File: config.mk
export PLATFORM = sky130hd
export DESIGN_NAME = vxu_issue_seq_flat
export DESIGN_NICKNAME = d
export VERILOG_FILES = /design/src/rtl/vxu_pkg.sv /design/src/rtl/vxu_issue_seq_if.sv /design/src/rtl/vxu_issue_seq.sv /design/src/flat_wrapper.sv
export SDC_FILE = /design/constraint.sdc
export NUM_CORES = 1
export LEC_CHECK = 0
export CORE_ASPECT_RATIO = 2
export CORE_MARGIN = 5
export CORE_UTILIZATION = 44
export CTS_CLUSTER_SIZE = 24
export DETAILED_ROUTE_END_ITERATION = 7
export PLACE_DENSITY_LB_ADDON = 0.3
export SYNTH_ARGS = -nofsm -noshare
export SYNTH_HDL_FRONTEND = slang
export SYNTH_SLANG_ARGS = --single-unit
export TNS_END_PERCENT = 10
File: constraint.sdc
create_clock -name clk -period 3.3 [get_ports clk]
set_clock_uncertainty 0.1 [all_clocks]
set_input_delay 0.495 -clock clk [delete_from_list [all_inputs] [get_ports clk]]
set_output_delay 0.495 -clock clk [all_outputs]
set_load 0.005 [all_outputs]
File: src/rtl/vxu_pkg.sv
// Shared definitions for the VXU issue sequencer: default widths, cfg encodings and FSM states.
package vxu_pkg;

  localparam int unsigned CNT_WIDTH_DEF     = 6;
  localparam int unsigned DATA_WIDTH_DEF    = 64;
  localparam int unsigned OPF_WIDTH_DEF     = 64;
  localparam int unsigned GAP_CYCLES_DEF    = 4;
  localparam int unsigned NTT_MAX_OUTST_DEF = 2;

  typedef enum logic [1:0] {
    CFG_EXEC  = 2'b00,
    CFG_VL    = 2'b01,
    CFG_MODQ  = 2'b10,
    CFG_MODIQ = 2'b11
  } cfg_e;

  typedef enum logic [1:0] {
    ST_IDLE  = 2'b00,
    ST_ISSUE = 2'b01,
    ST_RUN   = 2'b10,
    ST_GAP   = 2'b11
  } state_e;

endpackage

File: src/rtl/vxu_issue_seq_if.sv
// Decoded-instruction valid/ready channel feeding the VXU issue sequencer.
interface vxu_issue_seq_if
  import vxu_pkg::*;
#(
  parameter int unsigned CNT_WIDTH  = CNT_WIDTH_DEF,
  parameter int unsigned DATA_WIDTH = DATA_WIDTH_DEF,
  parameter int unsigned OPF_WIDTH  = OPF_WIDTH_DEF
);

  logic                  vld;
  logic                  rdy;
  logic [1:0]            cfg;
  logic [CNT_WIDTH:0]    len;
  logic                  is_ntt;
  logic [DATA_WIDTH-1:0] scalar;
  logic [OPF_WIDTH-1:0]  opf;

  modport master (output vld, cfg, len, is_ntt, scalar, opf, input rdy);
  modport slave  (input vld, cfg, len, is_ntt, scalar, opf, output rdy);

endinterface

File: src/rtl/vxu_issue_seq.sv
// Issue sequencer: strobes one op to the VXU, streams L element beats, then holds a drain gap.
module vxu_issue_seq
  import vxu_pkg::*;
#(
  parameter int unsigned CNT_WIDTH     = CNT_WIDTH_DEF,
  parameter int unsigned DATA_WIDTH    = DATA_WIDTH_DEF,
  parameter int unsigned OPF_WIDTH     = OPF_WIDTH_DEF,
  parameter int unsigned GAP_CYCLES    = GAP_CYCLES_DEF,
  parameter int unsigned NTT_MAX_OUTST = NTT_MAX_OUTST_DEF
) (
  input  logic                  clk,
  input  logic                  rst,
  vxu_issue_seq_if.slave        inst,
  input  logic [CNT_WIDTH:0]    i_ntt_inst_std_cnt,
  output logic                  o_op_vld,
  output logic [1:0]            o_op_cfg,
  output logic [DATA_WIDTH-1:0] o_scalar_cfg,
  output logic [OPF_WIDTH-1:0]  o_op_opf,
  output logic                  o_comp_vld,
  output logic [CNT_WIDTH-1:0]  o_cnt,
  output logic                  o_busy
);

  localparam int unsigned LEN_W    = CNT_WIDTH + 1;
  localparam int unsigned GAP_W    = (GAP_CYCLES > 1) ? $clog2(GAP_CYCLES) : 1;
  localparam int unsigned GAP_LAST = (GAP_CYCLES > 0) ? GAP_CYCLES - 1 : 0;
  localparam state_e      POST_EXEC = (GAP_CYCLES == 0) ? ST_IDLE : ST_GAP;

  state_e                state_q, state_d;
  cfg_e                  cfg_q;
  logic [DATA_WIDTH-1:0] scalar_q;
  logic [OPF_WIDTH-1:0]  opf_q;
  logic [LEN_W-1:0]      rem_q, rem_d;
  logic [CNT_WIDTH-1:0]  cnt_q, cnt_d;
  logic [GAP_W-1:0]      gap_q, gap_d;
  logic                  op_vld_q, op_vld_d;
  logic                  comp_vld_q, comp_vld_d;
  logic                  busy_q, busy_d;
  logic                  ntt_block_c;
  logic                  accept_c;

  // NTT throttle only gates the handshake; once accepted the instruction runs to completion.
  assign ntt_block_c = (cfg_e'(inst.cfg) == CFG_EXEC) && inst.is_ntt &&
                       (i_ntt_inst_std_cnt >= LEN_W'(NTT_MAX_OUTST));
  assign inst.rdy    = (state_q == ST_IDLE) && !rst && !ntt_block_c;
  assign accept_c    = inst.vld && inst.rdy;

  always_ff @(posedge clk) begin
    if (rst) state_q <= ST_IDLE;
    else     state_q <= state_d;
  end

  always_comb begin
    state_d = state_q;
    unique case (state_q)
      ST_IDLE:  if (accept_c) state_d = ST_ISSUE;
      ST_ISSUE: begin
        if (cfg_q != CFG_EXEC)   state_d = ST_IDLE;
        else if (rem_q == '0)    state_d = POST_EXEC;
        else                     state_d = ST_RUN;
      end
      ST_RUN:   if (rem_q == LEN_W'(1)) state_d = POST_EXEC;
      ST_GAP:   if (gap_q == GAP_W'(GAP_LAST)) state_d = ST_IDLE;
      default:  state_d = ST_IDLE;
    endcase
  end

  // rem_q is the termination count; o_cnt is free to wrap when L == 2**CNT_WIDTH.
  always_comb begin
    rem_d = rem_q;
    cnt_d = '0;
    gap_d = '0;
    if (accept_c)                rem_d = inst.len;
    else if (state_q == ST_RUN)  rem_d = rem_q - LEN_W'(1);
    if ((state_d == ST_RUN) && (state_q == ST_RUN)) cnt_d = cnt_q + CNT_WIDTH'(1);
    if ((state_d == ST_GAP) && (state_q == ST_GAP)) gap_d = gap_q + GAP_W'(1);
  end

  always_comb begin
    op_vld_d   = 1'b0;
    comp_vld_d = 1'b0;
    busy_d     = 1'b0;
    op_vld_d   = (state_d == ST_ISSUE);
    comp_vld_d = (state_d == ST_RUN);
    busy_d     = (state_d != ST_IDLE);
  end

  always_ff @(posedge clk) begin
    if (rst) begin
      cfg_q      <= CFG_EXEC;
      scalar_q   <= '0;
      opf_q      <= '0;
      rem_q      <= '0;
      cnt_q      <= '0;
      gap_q      <= '0;
      op_vld_q   <= 1'b0;
      comp_vld_q <= 1'b0;
      busy_q     <= 1'b0;
    end else begin
      if (accept_c) begin
        cfg_q    <= cfg_e'(inst.cfg);
        scalar_q <= inst.scalar;
        opf_q    <= inst.opf;
      end
      rem_q      <= rem_d;
      cnt_q      <= cnt_d;
      gap_q      <= gap_d;
      op_vld_q   <= op_vld_d;
      comp_vld_q <= comp_vld_d;
      busy_q     <= busy_d;
    end
  end

  assign o_op_vld     = op_vld_q;
  assign o_op_cfg     = cfg_q;
  assign o_scalar_cfg = scalar_q;
  assign o_op_opf     = opf_q;
  assign o_comp_vld   = comp_vld_q;
  assign o_cnt        = cnt_q;
  assign o_busy       = busy_q;

endmodule

File: src/flat_wrapper.sv
// flat-port wrapper written by rule: the top's interface ports become plain ports
module vxu_issue_seq_flat import vxu_pkg::*;
#(
  parameter int unsigned CNT_WIDTH     = CNT_WIDTH_DEF,
  parameter int unsigned DATA_WIDTH    = DATA_WIDTH_DEF,
  parameter int unsigned OPF_WIDTH     = OPF_WIDTH_DEF,
  parameter int unsigned GAP_CYCLES    = GAP_CYCLES_DEF,
  parameter int unsigned NTT_MAX_OUTST = NTT_MAX_OUTST_DEF
)
  (clk, rst, i_ntt_inst_std_cnt, o_op_vld, o_op_cfg, o_scalar_cfg, o_op_opf, o_comp_vld, o_cnt, o_busy, inst_vld, inst_cfg, inst_len, inst_is_ntt, inst_scalar, inst_opf, inst_rdy);
  vxu_issue_seq_if #(.CNT_WIDTH(CNT_WIDTH), .DATA_WIDTH(DATA_WIDTH), .OPF_WIDTH(OPF_WIDTH)) inst_i ();
  input  logic clk;
  input  logic rst;
  input  logic [CNT_WIDTH:0] i_ntt_inst_std_cnt;
  output logic o_op_vld;
  output logic [1:0] o_op_cfg;
  output logic [DATA_WIDTH-1:0] o_scalar_cfg;
  output logic [OPF_WIDTH-1:0] o_op_opf;
  output logic o_comp_vld;
  output logic [CNT_WIDTH-1:0] o_cnt;
  output logic o_busy;
  input wire logic [$bits(inst_i.vld)-1:0] inst_vld;
  input wire logic [$bits(inst_i.cfg)-1:0] inst_cfg;
  input wire logic [$bits(inst_i.len)-1:0] inst_len;
  input wire logic [$bits(inst_i.is_ntt)-1:0] inst_is_ntt;
  input wire logic [$bits(inst_i.scalar)-1:0] inst_scalar;
  input wire logic [$bits(inst_i.opf)-1:0] inst_opf;
  output wire logic [$bits(inst_i.rdy)-1:0] inst_rdy;
  assign inst_i.vld = inst_vld;
  assign inst_i.cfg = inst_cfg;
  assign inst_i.len = inst_len;
  assign inst_i.is_ntt = inst_is_ntt;
  assign inst_i.scalar = inst_scalar;
  assign inst_i.opf = inst_opf;
  assign inst_rdy = inst_i.rdy;
  vxu_issue_seq #(.CNT_WIDTH(CNT_WIDTH), .DATA_WIDTH(DATA_WIDTH), .OPF_WIDTH(OPF_WIDTH), .GAP_CYCLES(GAP_CYCLES), .NTT_MAX_OUTST(NTT_MAX_OUTST)) u_core (.clk(clk), .rst(rst), .inst(inst_i), .i_ntt_inst_std_cnt(i_ntt_inst_std_cnt), .o_op_vld(o_op_vld), .o_op_cfg(o_op_cfg), .o_scalar_cfg(o_scalar_cfg), .o_op_opf(o_op_opf), .o_comp_vld(o_comp_vld), .o_cnt(o_cnt), .o_busy(o_busy));
endmodule
==> flow_summary.toml <==
[logic_synthesis]
ys_seq_elements = 150
seq_area_frac_synth_pct = 49.21
synth_nets = 855
netlist_area_sq_mm = 0.006102
synthDistinctLibCells = 44
synth-main-ff-cell = "dfxtp_1"
synth-warning-count = 0
synth.avg_cell_area_sq_um = 8.692
syn_inst = 702
synth_edf_count = 0
synthArstFlopShare_pct = 0

[hold_path]
hold_start = "u_core.gap_q[0]"
min_to = "u_core.gap_q[0]"
hold_path.class = "flip-flop to flip-flop"
hold_depth = 1

[power]
power_density_mw_per_mm2 = 540.7
leakage_nw = 3.277
power_w = 0.005073
peakVddDrop_mv = 0.4278

[cells_and_area]
final_nets = 1091
antennaDiodeCount = 0
final_layout_size_suffix_gt1_share_pct = 5.585
syn_to_final_growth_pct = 53.74
layout_commonest_cell = "clkdlybuf4s50_1"
final_cell_mix = "285 x clkdlybuf4s50_1, 150 x dfxtp_1, 134 x a21oi_1, 133 x nand3_1, 109 x o21ai_0"

[clock_network]
cts-resized-gates = 0
clk_path_buf_depth = 2
worstSkewPairLatency_ps = 410
cts-root-buf = "clkbuf_16"
postCtsSetupRepairBufs = 0
clkTransAtPathRegs_ps = 60
numCtsBuffers = 17
h-tree-depth = 4
ctsHoldBuffers = 0
numClockSinks = 150
cts_tree = "built"

[routing]
viasPerCell = 5.543
drtAntennaViolNets = 0
drt_iter0_markers = 384
wire_per_inst_microns = 17.59
drc = 0
vias = 6131
drt-pass1-iter-count = 5
wl_microns = 19460

[floorplanning]
die_width_microns = 93.27
core-area_sq_mm = 0.01374
fp-row-count = 61
die_h_microns = 176.5
start_util_pct = 44.42
die-area_sq_mm = 0.01647
io_pins = 288

[grt]
grt_start_max_net_pins = 138
grt_usage_pct = 23.25
grt_pass1_vias = 5893
grt.overflow.total = 0
antenna_found_initial = 0
grt_pass1_wl_microns = 30640

[timing]
finalHoldViolCount = 0
period_share_pct = 89.84
slew_headroom_pct = 37.76
worst_pin_slew_ps = 933.7
period_needed_ps = 2965
rsz0062_at_grt = "no"
slew_viol_final = 0
setup_viol_count_final = 0
finalSetupTns_ps = 0
timing.fmax_mhz = 337.3

[run]
drv_cap = 0

[critical_path]
crit_path_end_kind = "output port"
worstPathArrival_ps = 2370
startpoint = "i_ntt_inst_std_cnt[1]"
reg2reg_depth = 5
path_class = "primary input to output port"
r2r_start = "u_core.state_q[0]"
r2r_setup_slack_ps = 1160
cp.required_ps = 2700
critPathLaunchType = "primary input"
regToRegEndpoint = "u_core.o_scalar_cfg[51]"
path_max_fanout = 2

[placed_design]
place_congestion = 0.8211
port_buffers = 286
dp_hpwl_microns = 12870

[status]
run_status = "complete, no violations"
==> worst max-delay path, cell delays in order <==
cell and delay [ps]:
clkdlybuf4s50_1 450, nor2_1 260, a31oi_4 150, nor4_1 390, clkdlybuf4s50_1 610
==> state kept, by name (all words and copies together), names as in the netlist <==
name / cells
u_core.o_op_vld: 1
u_core.o_comp_vld: 1
u_core.gap_q: 2
u_core.o_busy: 1
u_core.o_scalar_cfg: 64
u_core.o_op_opf: 64
u_core.state_q: 2
u_core.rem_q: 7
u_core.o_op_cfg: 2
u_core.o_cnt: 6
==> routing by layer <==
layer  wire, microns  GRT usage (%)  part of all wire [%]  up-vias
met4             281          7.217                   1.4        0
met1            7760          28.78                    40     2857
li1                -              -                     -     2985
met3            2165          10.62                    11       19
met5               0              0                     0        -
met2            9252          35.97                    48      270
==> cell families (layout without fill, tap and decap cells) <==
| family | after synthesis | in the layout | share of synthesized area [%] |
|---|---|---|---|
| flops | 150 | 150 | 49.21 |
| buf+inv | 82 | 329 | 9.227 |
| compound gates | 283 | 283 | 24.54 |
| mux | 1 | 1 | 0.1640 |
| fa+ha+maj | 5 | 5 | 1.025 |
| simple gates | 173 | 173 | 14.68 |
| xor+xnor | 8 | 8 | 1.148 |
==> area by class of cell <==
| cell class | count | area [sq um] |
|---|---|---|
| Clock buffer | 19 | 442.9 |
| Multi-Input combinational cell | 470 | 2555 |
| Clock inverter | 11 | 175.2 |
| Timing Repair Buffer | 296 | 2998 |
| Inverter | 3 | 11.26 |
| Tap cell | 157 | 196.4 |
| Sequential cell | 150 | 3003 |
| Fill cell | 1089 | 4357 |
==> metrics by stage <==
| step | setup WS [ps] | util [%] | area (sq um) | cells | hold WS [ps] |
|---|---|---|---|---|---|
| 4_1_cts | 344.0 | 68.29 | 9382 | 1106 | 330.3 |
| 3_3_place_gp | 271.6 | 63.79 | 8763 | 1076 | 307.3 |
| 6_report | 335.4 | 68.29 | 9382 | 1106 | 328.1 |
| 5_1_grt | 262.1 | 68.29 | 9382 | 1106 | 351.8 |
| 3_5_place_dp | 346.3 | 63.79 | 8763 | 1076 | 321.9 |
| 2_1_floorplan | 1294 | - | 6102 | 702 | 296.5 |
==> where the power goes <==
group / leakage, nW / switching [W] / internal [W]
sequential: 1.23 / 0.0000824 / 0.00196
combinational: 1.75 / 0.000446 / 0.000542
clock: 0.296 / 0.000759 / 0.00128
total: 3.28 / 0.00129 / 0.00379
==> cells in the mapped netlist, types with 2 or more instances <==
| library cell | count | share of area [%] |
|---|---|---|
| nand3_1 | 133 | 11 |
| nor2_1 | 15 | 0.92 |
| xor2_1 | 3 | 0.43 |
| ha_1 | 5 | 1.0 |
| xnor2_1 | 5 | 0.72 |
| clkbuf_1 | 31 | 1.9 |
| a21oi_1 | 134 | 11 |
| nand2_1 | 4 | 0.25 |
| clkbuf_2 | 2 | 0.16 |
| a211oi_1 | 4 | 0.49 |
| o21ai_0 | 109 | 8.9 |
| nor3_1 | 7 | 0.57 |
| buf_1 | 7 | 0.43 |
| a31oi_1 | 4 | 0.41 |
| buf_6 | 13 | 2.4 |
| buf_2 | 12 | 0.98 |
| o21ai_1 | 24 | 2.0 |
| inv_1 | 3 | 0.18 |
| buf_8 | 10 | 2.5 |
| dfxtp_1 | 150 | 49 |
| buf_4 | 3 | 0.37 |
| nor2b_1 | 2 | 0.21 |
==> worst max-delay path by stage <==
stage,to,cells after the start
after global routing,inst_rdy,5
final,inst_rdy,5
after floorplan,inst_rdy,5
after CTS,inst_rdy,5
after detailed placement,inst_rdy,5
after global placement,inst_rdy,5
(Power assumes the default switching activity.)
